$ cat config.mk
export PLATFORM = sky130hd
export DESIGN_NAME = mem_arbiter
export DESIGN_NICKNAME = d
export VERILOG_FILES = /design/src/rtl/mem_arbiter.sv
export SDC_FILE = /design/constraint.sdc
export NUM_CORES = 1
export LEC_CHECK = 0
export CORE_MARGIN = 2
export CORE_UTILIZATION = 42
export DETAILED_ROUTE_END_ITERATION = 10
export GPL_ROUTABILITY_DRIVEN = 1
export PLACE_DENSITY = 0.87
export SETUP_SLACK_MARGIN = 0.2
export SYNTH_ARGS = -nofsm -noshare
export SYNTH_HDL_FRONTEND = slang
export SYNTH_SLANG_ARGS = --single-unit
export TNS_END_PERCENT = 50
$ cat constraint.sdc
create_clock -name clk -period 2.3 [get_ports clk]
set_clock_uncertainty 0.15 [all_clocks]
set_input_delay 0.23 -clock clk [delete_from_list [all_inputs] [get_ports clk]]
set_output_delay 0.23 -clock clk [all_outputs]
set_load 0.02 [all_outputs]
$ cat src/rtl/mem_arbiter.sv
`default_nettype none
// ============================================================================
// Module   : mem_arbiter
// Purpose  : Shares the single main-memory port between the icache fill path
//            (read-only) and the dcache fill/writeback path (read/write).
//            One transaction at a time: IDLE (arbitrate) -> ISSUE (drive
//            memory until mem_ready or watchdog expiry) -> RESP (one-cycle
//            ack to the winner). Ties are broken round-robin.
// Ports    : clk, rst              - clock, synchronous active-high reset
//            i_req/i_addr          - icache request (level, held until i_ack)
//            i_ack/i_rdata         - icache completion pulse and line data
//            d_req/d_we/d_addr/
//            d_wdata               - dcache request, direction, address, data
//            d_ack/d_rdata         - dcache completion pulse and read data
//            mem_valid/mem_we/
//            mem_addr/mem_wdata    - request to main memory (latched)
//            mem_ready/mem_rdata   - memory completion and read data
//            busy                  - transaction in flight (ISSUE or RESP)
//            owner_d               - current/last grant went to dcache
//            err                   - pulses with the ack of an aborted access
// Revision : 1.0 - initial release
// ============================================================================
module mem_arbiter #(
  parameter int ADDR_W  = 16,
  parameter int DATA_W  = 64,
  parameter int TIMEOUT = 32
) (
  input  logic              clk,
  input  logic              rst,
  input  logic              i_req,
  input  logic [ADDR_W-1:0] i_addr,
  output logic              i_ack,
  output logic [DATA_W-1:0] i_rdata,
  input  logic              d_req,
  input  logic              d_we,
  input  logic [ADDR_W-1:0] d_addr,
  input  logic [DATA_W-1:0] d_wdata,
  output logic              d_ack,
  output logic [DATA_W-1:0] d_rdata,
  output logic              mem_valid,
  output logic              mem_we,
  output logic [ADDR_W-1:0] mem_addr,
  output logic [DATA_W-1:0] mem_wdata,
  input  logic              mem_ready,
  input  logic [DATA_W-1:0] mem_rdata,
  output logic              busy,
  output logic              owner_d,
  output logic              err
);

  localparam int WD_W = (TIMEOUT > 2) ? $clog2(TIMEOUT) : 1;
  localparam logic [WD_W-1:0] WD_LAST = WD_W'(TIMEOUT - 1);

  typedef enum logic [1:0] {
    S_IDLE  = 2'd0,
    S_ISSUE = 2'd1,
    S_RESP  = 2'd2
  } state_t;

  state_t            state_q, state_d;
  logic              owner_q;    // 1 = dcache owns the current/last grant
  logic              last_d_q;   // round-robin pointer, updated at completion
  logic              we_q;
  logic              abort_q;    // current transaction ended by the watchdog
  logic [ADDR_W-1:0] addr_q;
  logic [DATA_W-1:0] wdata_q;
  logic [DATA_W-1:0] i_rdata_q;
  logic [DATA_W-1:0] d_rdata_q;
  logic [WD_W-1:0]   wd_q;

  logic w_grant_d;
  logic w_timeout;

  // On a tie the side that did not win last time is granted.
  assign w_grant_d = d_req & (~i_req | ~last_d_q);

  // mem_ready has priority over the watchdog in the final ISSUE cycle.
  assign w_timeout = (state_q == S_ISSUE) && !mem_ready && (wd_q == WD_LAST);

  always_comb begin
    state_d = state_q;
    case (state_q)
      S_IDLE:  if (i_req || d_req) state_d = S_ISSUE;
      S_ISSUE: if (mem_ready || w_timeout) state_d = S_RESP;
      S_RESP:  state_d = S_IDLE;
      default: state_d = S_IDLE;
    endcase
  end

  always_ff @(posedge clk) begin
    if (rst) begin
      state_q   <= S_IDLE;
      owner_q   <= 1'b0;
      last_d_q  <= 1'b0;
      we_q      <= 1'b0;
      abort_q   <= 1'b0;
      addr_q    <= '0;
      wdata_q   <= '0;
      i_rdata_q <= '0;
      d_rdata_q <= '0;
      wd_q      <= '0;
    end else begin
      state_q <= state_d;
      case (state_q)
        S_IDLE: begin
          if (i_req || d_req) begin
            owner_q <= w_grant_d;
            addr_q  <= w_grant_d ? d_addr : i_addr;
            we_q    <= w_grant_d & d_we;
            wdata_q <= w_grant_d ? d_wdata : '0;
            abort_q <= 1'b0;
            wd_q    <= '0;
          end
        end
        S_ISSUE: begin
          if (mem_ready) begin
            if (owner_q) d_rdata_q <= mem_rdata;
            else         i_rdata_q <= mem_rdata;
          end else if (w_timeout) begin
            abort_q <= 1'b1;
            if (owner_q) d_rdata_q <= '0;
            else         i_rdata_q <= '0;
          end else begin
            wd_q <= wd_q + 1'b1;
          end
        end
        S_RESP: begin
          last_d_q <= owner_q;
          wd_q     <= '0;
        end
        default: ;
      endcase
    end
  end

  assign mem_valid = (state_q == S_ISSUE);
  assign mem_we    = we_q;
  assign mem_addr  = addr_q;
  assign mem_wdata = wdata_q;
  assign busy      = (state_q != S_IDLE);
  assign owner_d   = owner_q;
  assign i_ack     = (state_q == S_RESP) && !owner_q;
  assign d_ack     = (state_q == S_RESP) &&  owner_q;
  assign err       = (state_q == S_RESP) &&  abort_q;
  assign i_rdata   = i_rdata_q;
  assign d_rdata   = d_rdata_q;

endmodule
`default_nettype wire

==> impl_results.md <==
* Num rows at 52
* Post-Layout Cell Count at 1466
* Highest clock rate at 500 MHz
* Type of element launching the critical path: flip-flop
* Outcome: finished, final reports clean
* Number of global-route vias before repair at 8209
* Max-Slew Margin vs Limit at 44.8%
* Critical path data required time at 2.49 ns
* Final ANT Viol Nets at 0
* Horizontal die dimension at 147 um
* Final-report max-slew violation count at 0
* Number of distinct standard cells referenced by the synthesized netlist at 37
* Buffers from clock root to sink, at most at 3
* Average via count per standard cell at 5.96
* Setup repair after global routing missed its margin: false
* Total of max-cap violations at 0
* Total clock buffers created by CTS at 23
* Fraction of the yosys area taken by sequential cells at 51.3%
* Number of placed instances with taps included at 1423
* Buffer type at the clock tree root: sky130_fd_sc_hd__clkbuf_16
* Path category of the worst min-delay check: in2reg
* DRC marker count from the first detailed-route iteration at 768
* Cell count after synthesis at 867
* Startpoint-to-endpoint class of the critical path: reg2reg
* Number of clock sinks seen by CTS at 219
* Total iterations of the first detailed-routing run at 5
* Latest clock arrival within the worst-skew pair at 0.49 ns
* Number of filler instances in the final layout at 1511
* Area of the die at 21500 um^2
* Max FO, Critical Path at 19
* Antenna violations before repair at 0
* Most common library cell in the layout ignoring fill and taps: sky130_fd_sc_hd__clkdlybuf4s50_1
* Final HPWL DP at 19600 um
* Wire length of the first global-routing pass at 45900 um
* Summed negative setup slack over all endpoints at 0 ns
* CTS tree: built
* Final wirelength at 30300 um
* Number of diodes added for antenna fixing at 0
* Largest net degree at the start of global routing at 129
* Top-area cell type share of the netlist area at 51.3%
* FFs w/ async S/R, synth at 0%
* Routability Congestion at 0.839
* Top library cells by usage in the layout, fill and taps aside: 373 x sky130_fd_sc_hd__clkdlybuf4s50_1, 214 x sky130_fd_sc_hd__dfxtp_1, 131 x sky130_fd_sc_hd__a21oi_1
* Post-layout min period at 2.00 ns
* Routed wirelength normalized by instance count at 20.7 um
* Floorplan Core Area at 20100 um^2
* Flops & latches, synth at 219
* Tightest hold margin at 0.186 ns
* Transition time at the pin with the least slew margin at 0.828 ns
* Port Buffer Count at 380
* Critical Path AT at 2.19 ns
* Via count of the routed design at 8731
* Most used flip-flop cell after synthesis: sky130_fd_sc_hd__dfxtp_1
* Tcrit/Tclk final at 86.9%
* Power density normalized to cell area at 733 nW/um^2
* Cell area after synthesis at 8540 um^2
* # setup viols final at 0
* Die H at 147 um
* Number of synthesized flops with an enable pin at 0
* Starting Density at 42.5%
* Avg Inst Size Synth at 9.85 um^2
* Count of synthesis-stage warnings from yosys at 0
* Post-Synthesis Net Count at 1035
* # DRC at 0
* Count of final hold-check violations at 0
* Overall fraction of global-route tracks in use at 26.2%
* Layout Area Growth over Synthesis at 56.6%
* Post-layout total power at 9.80 mW
* Global-route congestion overflow total at 0
* Crit path capture type: flip-flop
* Clock slew at the register clock pins of the worst setup and hold paths at 0.06 ns
* Cell type with the highest aggregate area in the netlist: sky130_fd_sc_hd__dfxtp_1
* IR Drop Worst-Case VDD at 460 uV
* Number of levels the H-tree was split into at 1
* Count of pins on the block boundary at 381
* Fraction of layout cells with a size suffix above 1 at 7.94%
* Net count reported at finish at 1351
* Ranking of synthesized cells by area: sky130_fd_sc_hd__dfxtp_1 51%, sky130_fd_sc_hd__o31ai_1 11%, sky130_fd_sc_hd__nand4_1 9.5%, sky130_fd_sc_hd__a21oi_1 7.7%, sky130_fd_sc_hd__a22o_1 6.7%
* Leakage power of the design at 4.58 nW
-- report_power, final --
part           switching (mW)  internal, mW
Combinational            1.08         0.846
Clock                    1.48          2.27
Sequential              0.133          3.99
Total                    2.69          7.11
-- Yosys cell counts, drive strengths merged (2+ instances only) --
| cell type | count |
|---|---|
| mux2i | 17 |
| nor3 | 4 |
| o211ai | 2 |
| inv | 5 |
| nand4 | 130 |
| buf | 67 |
| clkbuf | 54 |
| a211oi | 2 |
| nor2 | 4 |
| a22o | 65 |
| a21oi | 132 |
| o21ai | 2 |
| ha | 2 |
| o31ai | 128 |
| nor2b | 2 |
| dfxtp | 219 |
| o2bb2ai | 16 |
-- layer usage --
layer	global-route usage (%)	wire [um]	part of all wire, %	up-vias
met1	33.4	11900	39	4168
met3	6.59	2590	8.5	92
met2	42.3	14600	48	450
met5	0	0	0	-
li1	-	-	-	4021
met4	11.1	1250	4.1	0
-- timing repair --
action,in CTS,in global routing
resized for setup,18,11
endpoints found under the setup margin,37,80
hold buffers,2,0
setup buffers,0,1
hold endpoints to repair,9,0
pin swaps,0,1
cloned,0,2
-- kinds of logic after synthesis --
family	count (synthesis)	share of synthesized area, %
mux	17	1.99
compound gates	353	28.3
fa+ha+maj	2	0.293
flops	219	51.3
simple gates	150	11.0
buf+inv	126	7.08
-- path summary, 6_finish.rpt --
path / depth (start not counted) / startpoint / slack (ns) / end
hold reg to reg: 1 / mem_addr[10] / 0.31 / mem_addr[10]
setup reg to reg: 8 / wd_q[0] / 0.30 / d_rdata[25]
setup / recovery: 8 / wd_q[0] / 0.30 / d_rdata[25]
hold / removal: 2 / d_wdata[44] / 0.19 / mem_wdata[44]
-- critical path, stage by stage (launching register included) --
cell and delay (ns):
sky130_fd_sc_hd__dfxtp_2 0.37, sky130_fd_sc_hd__ha_2 0.20, sky130_fd_sc_hd__and3_1 0.20, sky130_fd_sc_hd__ha_4 0.18
sky130_fd_sc_hd__nor2_4 0.06, sky130_fd_sc_hd__buf_12 0.16, sky130_fd_sc_hd__buf_16 0.16, sky130_fd_sc_hd__o31ai_1 0.23
sky130_fd_sc_hd__a21oi_1 0.12
-- flip-flops by register name, summed over array words and instances (netlist names) --
signal and flops:
abort_q 1, d_rdata 64, i_rdata 64, last_d_q 1, mem_addr 16, mem_wdata 64
mem_we 1, owner_d 1, state_q 2, wd_q 5
-- metrics by stage --
stage                     util, %  setup slack [ns]  area (um^2)
after global placement       62.0             0.200        12500
after global routing         66.5             0.210        13400
after detailed placement     62.0             0.149        12500
final                        66.5             0.302        13400
after CTS                    66.0             0.200        13300
after floorplan                 -             0.326         8540
-- area by class of cell --
cell class	instances	area [um^2]	area share [%]
Clock buffer	30	673	5.03
Sequential cell	219	4400	32.9
Tap cell	270	338	2.53
Multi-Input combinational cell	522	3630	27.1
Inverter	5	23.8	0.178
Timing Repair Buffer	412	4220	31.6
Clock inverter	8	90.1	0.674
Note: power is estimated with default switching activity, not from simulation.
